[src/rtl/can_rx_buffer_pkg.sv]
// Shared field widths and entry layout for the CAN receive packet buffer.
package can_rx_buffer_pkg;

    localparam int unsigned IdW    = 29;
    localparam int unsigned LenW   = 4;
    localparam int unsigned DataW  = 64;
    localparam int unsigned EntryW = 98;

    localparam int unsigned DataLsb = 0;
    localparam int unsigned LenLsb  = 64;
    localparam int unsigned IdeBit  = 68;
    localparam int unsigned IdLsb   = 69;

    // Packed MSB-first: id [97:69], ide [68], len [67:64], data [63:0].
    typedef struct packed {
        logic [IdW-1:0]   id;
        logic             ide;
        logic [LenW-1:0]  len;
        logic [DataW-1:0] data;
    } rx_entry_t;

endpackage

[src/rtl/can_pkt_fifo.sv]
// Synchronous packet FIFO with first-word-fall-through head; head reads 0 while empty.
module can_pkt_fifo
    import can_rx_buffer_pkg::*;
#(
    parameter int unsigned ASIZE = 4
) (
    input  logic              clk,
    input  logic              rstn,
    input  logic              push_i,
    input  logic [EntryW-1:0] wdata_i,
    input  logic              pop_i,
    output logic [EntryW-1:0] rdata_o,
    output logic              full_o,
    output logic              empty_o,
    output logic [ASIZE:0]    level_o
);

    localparam int unsigned Depth = 1 << ASIZE;

    logic [ASIZE:0]    wptr_q, wptr_d;
    logic [ASIZE:0]    rptr_q, rptr_d;
    logic [EntryW-1:0] mem_q [Depth];
    logic              do_push, do_pop;

    always_comb begin
        full_o  = (wptr_q == {~rptr_q[ASIZE], rptr_q[ASIZE-1:0]});
        empty_o = (wptr_q == rptr_q);
        do_push = push_i & ~full_o;
        do_pop  = pop_i & ~empty_o;
        wptr_d  = wptr_q;
        rptr_d  = rptr_q;
        if (do_push) begin
            wptr_d = wptr_q + 1'b1;
        end
        if (do_pop) begin
            rptr_d = rptr_q + 1'b1;
        end
        level_o = wptr_q - rptr_q;
        rdata_o = empty_o ? '0 : mem_q[rptr_q[ASIZE-1:0]];
    end

    always_ff @(posedge clk or negedge rstn) begin
        if (!rstn) begin
            wptr_q <= '0;
            rptr_q <= '0;
        end else begin
            wptr_q <= wptr_d;
            rptr_q <= rptr_d;
        end
    end

    // Storage needs no reset: the head is masked whenever the FIFO is empty.
    always_ff @(posedge clk) begin
        if (do_push) begin
            mem_q[wptr_q[ASIZE-1:0]] <= wdata_i;
        end
    end

endmodule

[src/rtl/can_rx_buffer.sv]
// Reassembles the unbuffered CAN RX byte stream into whole packets and queues them
// for the consumer; packets that overrun 8 bytes or meet a full FIFO are counted and dropped.
module can_rx_buffer
    import can_rx_buffer_pkg::*;
#(
    parameter int unsigned ASIZE = 4
) (
    input  logic             clk,
    input  logic             rstn,
    input  logic             in_valid,
    input  logic             in_last,
    input  logic [7:0]       in_data,
    input  logic [IdW-1:0]   in_id,
    input  logic             in_ide,
    output logic             out_valid,
    input  logic             out_ready,
    output logic [IdW-1:0]   out_id,
    output logic             out_ide,
    output logic [LenW-1:0]  out_len,
    output logic [DataW-1:0] out_data,
    output logic [ASIZE:0]   level,
    output logic             drop_pulse,
    output logic [7:0]       drop_cnt
);

    logic [DataW-1:0] sr_q, sr_d;
    logic [LenW-1:0]  cnt_q, cnt_d;
    logic             ovr_q, ovr_d;
    logic [IdW-1:0]   id_q, id_d;
    logic             ide_q, ide_d;
    logic             drop_pulse_q, drop_pulse_d;
    logic [7:0]       drop_cnt_q, drop_cnt_d;

    logic      push, fifo_full, fifo_empty;
    rx_entry_t wentry, rentry;

    always_comb begin
        sr_d         = sr_q;
        cnt_d        = cnt_q;
        ovr_d        = ovr_q;
        id_d         = id_q;
        ide_d        = ide_q;
        push         = 1'b0;
        drop_pulse_d = 1'b0;
        drop_cnt_d   = drop_cnt_q;
        wentry       = '0;
        if (in_valid) begin
            // cnt only returns to 0 at commit, so cnt==0 marks the first byte.
            if (cnt_q == '0) begin
                id_d  = in_id;
                ide_d = in_ide;
            end
            if (cnt_q < 4'd8) begin
                sr_d  = {sr_q[DataW-9:0], in_data};
                cnt_d = cnt_q + 4'd1;
            end else begin
                ovr_d = 1'b1;
            end
            if (in_last) begin
                wentry = '{id: id_d, ide: ide_d, len: cnt_d, data: sr_d};
                if (fifo_full || ovr_d) begin
                    drop_pulse_d = 1'b1;
                    if (drop_cnt_q != 8'hff) begin
                        drop_cnt_d = drop_cnt_q + 8'd1;
                    end
                end else begin
                    push = 1'b1;
                end
                sr_d  = '0;
                cnt_d = '0;
                ovr_d = 1'b0;
            end
        end
    end

    always_ff @(posedge clk or negedge rstn) begin
        if (!rstn) begin
            sr_q         <= '0;
            cnt_q        <= '0;
            ovr_q        <= 1'b0;
            id_q         <= '0;
            ide_q        <= 1'b0;
            drop_pulse_q <= 1'b0;
            drop_cnt_q   <= '0;
        end else begin
            sr_q         <= sr_d;
            cnt_q        <= cnt_d;
            ovr_q        <= ovr_d;
            id_q         <= id_d;
            ide_q        <= ide_d;
            drop_pulse_q <= drop_pulse_d;
            drop_cnt_q   <= drop_cnt_d;
        end
    end

    can_pkt_fifo #(
        .ASIZE (ASIZE)
    ) u_fifo (
        .clk     (clk),
        .rstn    (rstn),
        .push_i  (push),
        .wdata_i (wentry),
        .pop_i   (out_ready),
        .rdata_o (rentry),
        .full_o  (fifo_full),
        .empty_o (fifo_empty),
        .level_o (level)
    );

    always_comb begin
        out_valid  = ~fifo_empty;
        out_id     = rentry.id;
        out_ide    = rentry.ide;
        out_len    = rentry.len;
        out_data   = rentry.data;
        drop_pulse = drop_pulse_q;
        drop_cnt   = drop_cnt_q;
    end

endmodule

[config.mk]
export PLATFORM = sky130hd
export DESIGN_NAME = can_rx_buffer
export DESIGN_NICKNAME = d
export VERILOG_FILES = /design/src/rtl/can_rx_buffer_pkg.sv /design/src/rtl/can_pkt_fifo.sv /design/src/rtl/can_rx_buffer.sv
export SDC_FILE = /design/constraint.sdc
export NUM_CORES = 2
export LEC_CHECK = 0
export BUFFER_PORTS_ARGS = -buffer_cell sky130_fd_sc_hd__buf_2
export CAP_MARGIN = 10
export CORE_MARGIN = 3
export CORE_UTILIZATION = 50
export CTS_CLUSTER_DIAMETER = 150
export CTS_CLUSTER_SIZE = 20
export DETAILED_ROUTE_END_ITERATION = 8
export GPL_TIMING_DRIVEN = 0
export PLACE_DENSITY = 0.72
export SYNTH_ARGS = -nofsm -noshare
export SYNTH_HDL_FRONTEND = slang
export SYNTH_SLANG_ARGS = --single-unit
[constraint.sdc]
create_clock -name clk -period 5.1 [get_ports clk]
set_clock_uncertainty 0.1 [all_clocks]
set_input_delay 1.02 -clock clk [delete_from_list [all_inputs] [get_ports clk]]
set_output_delay 1.02 -clock clk [all_outputs]
set_load 0.02 [all_outputs]
==> results.md <==
- Area of the mapped netlist: 0.0660 mm2
- Largest family of logic cells by synthesized area: multiplexers
- WL/cell: 29.4 um
- Grt ovf: 0
- FF+latch count, synth: 1686
- Slew HR: 16.5%
- Final HPWL DP: 92.7 mm
- Fmax: 197 MHz
- Clk Latency, worst-skew pair: 0.73 ns
- Largest net degree at the start of global routing: 89
- Vert. Die Dim: 369 um
- Layout cells sized above 1: 24.6%
- Die ar.: 0.136 mm2
- Initial antenna violation count: 3
- Final setup fails: 0
- Num CTS Buffers: 94
- First-pass GRT wire length: 224 mm
- Clock-pin slew on the worst setup and hold paths: 0.09 ns
- Final GP Congestion: 0.808
- Ys flop type: edfxtp_1
- Yosys Warn Count: 0
- Simple-Gate Fraction of Synth Area: 1.27%
- Min Hold Slack: 0.0925 ns
- Post-synthesis compound-gate area fraction: 2.67%
- Layout Nets: 3476
- Worst EP required: 3.98 ns
- Mapped Cells: 3134
- Dpl cells: 5064
- Area Growth Syn to Fin: 10.5%
- DR vias/cell: 6.16
- Via count: 32300
- Power Total: 38.1 mW
- Critical path data arrival time: 3.95 ns
- Die width: 369 um
- CP Capture Type: output port
- Setup crit start kind: register
- CP bufs+invs: 4
- Number of H-tree levels: 3
- Routed WL: 154 mm
- Cell Area, Placed: 0.0699 mm2
- CP max-delay cell: clkdlybuf4s15_1
- TNS Setup: 0 ns
- Worst Setup SP: u_fifo.rptr_q[1]
- Yosys cell types: 44
- Port Buffer Count: 154
- CP cell instances: buf_4, clkdlybuf4s15_1, buf_2, mux4_2, mux2i_1, o22ai_4, buf_2
- Starting Density: 50.7%
- Post-DRT Antenna Nets: 0
- Mux contribution to synthesized area: 17.9%
- Worst setup slack after layout: 0.0339 ns
- Synth top area share: 71.3%
- Boundary Pins: 156
- Vias in the first global route: 32200
- Clock tree from TritonCTS: yes
- # rows: 132
- Slowest Stage Delay on Critical Path: 0.89 ns
- Crit-path leading delay family: buffers and inverters
- Fin. max-slew vios: 0
- Clock sink count: 1686
- Outcome: complete, no violations
- Syn_area_per_cell: 21.1 um2
- # hold bufs at CTS: 0
- P per Cell Area: 522 mW/mm2
- DP Worst Slack: -0.834 ns
- Kind of critical path: register to output port
- Synth Area in Adders: 0.258%
- Leak: 23.7 nW
- Worst-Margin Slew: 1.25 ns
- Number of max-cap violations: 0
- Xor-xnor portion of the synthesized cell area: 0.263%
- Post-Layout Cell Count: 5246
- CP dominant cell by count: buf_2
- Sequential area share after synthesis: 75.8%
- FF-to-FF Start: u_fifo.rptr_q[2]
- Synth area leaders: edfxtp_1, mux4_2, dfrtp_1, mux2i_1, o22ai_1
- DR pass1 iterations: 5
- Async set-reset flop share out of synthesis: 7.00%
- DRC: 0
- Crit-path max FO: 10
- Util after Layout: 56.0%
- Mapped Nets: 3190
- Final Hold Viols: 0
- Tmin final: 5.07 ns
- DR iter-0 viols: 4116
- Tot GR Track Use: 22.6%
- Final worst-path cycle share: 99.3%
- VDD IR max: 0.498 mV
- EDFF count, synth: 1568
- CORE AREA: 0.130 mm2
- Design Area, Final: 0.0729 mm2
- Clock root cell: clkbuf_16
- Hold Crit Class: input pin to async pin
- Clk buf depth: 3
- Area leader, netlist: edfxtp_1
-- cells in the final DEF, fill, tap and decap left out, types with 5 or more instances in the layout --
cell       count
o22ai_2       11
a21oi_1       32
buf_16        31
a22oi_1       65
xnor2_1       13
clkbuf_1     135
edfxtp_1    1568
nand2_1       68
o22ai_1      150
clkbuf_16     95
mux2_2        32
clkbuf_2      14
ha_1          12
and2_4        15
dfrtp_1      118
nand3_1        5
buf_2        202
mux2i_1      263
inv_1         76
nor2_1        76
buf_4         36
xor2_1         5
mux4_2       392
buf_1         23
-- path summary, 6_finish.rpt --
check,to,slack (ns),cells after the start
max,out_len[2],0.03,7
min,id_q[3],0.09,1
max reg2reg,u_fifo.mem_q[11][8],1.01,10
min reg2reg,id_q[16],0.41,1
max in group asynchronous,u_fifo.rptr_q[0],3.99,2
min in group clk,id_q[16],0.41,1
-- synthesized netlist by cell type, types with 24 or more instances --
cell,count
buf_2,56
mux2_2,32
inv_1,76
o22ai_1,165
mux2i_1,263
buf_4,29
nand2_1,70
mux4_2,392
buf_1,24
edfxtp_1,1568
nor2_1,76
dfrtp_1,118
a22oi_1,65
a21oi_1,33
clkbuf_1,76
-- timing repair --
action / in CTS / in global routing
resized for setup: 49 / 8
endpoints found under the setup margin: 99 / 40
setup buffers: 0 / 0
-- kinds of logic after synthesis --
family,after synthesis
flops,1686
mux,688
compound gates,272
buf+inv,265
simple gates,191
xor+xnor,19
fa+ha+maj,13
-- area by class of cell --
class	instances	area (um2)
Antenna cell	2	5.00
Buffer	186	952
Clock buffer	171	2660
Clock inverter	7	110
Fill cell	9500	57400
Inverter	77	289
Multi-Input combinational cell	1183	15000
Sequential cell	1686	50000
Tap cell	1742	2180
Timing Repair Buffer	192	1720
-- routing by layer --
layer | track usage (%) | part of all wire, %
met5 | 0 | 0
met4 | 5.57 | 2.5
met3 | 3.53 | 8.2
met2 | 36.1 | 48
met1 | 33.2 | 41
-- sequential cells by signal (all words and copies together) (netlist names) --
name	flops
u_fifo.mem_q	1568
sr_q	64
id_q	29
drop_cnt	8
u_fifo.rptr_q	5
u_fifo.wptr_q	5
cnt_q	4
drop_pulse	1
ide_q	1
ovr_q	1
-- report_power, final --
group	total [mW]	switching, mW	internal (mW)
clock network	7.86	4.28	3.58
logic	13.9	8.40	5.53
registers	16.3	0.292	16.0
Note: power is estimated with default switching activity, not from simulation.
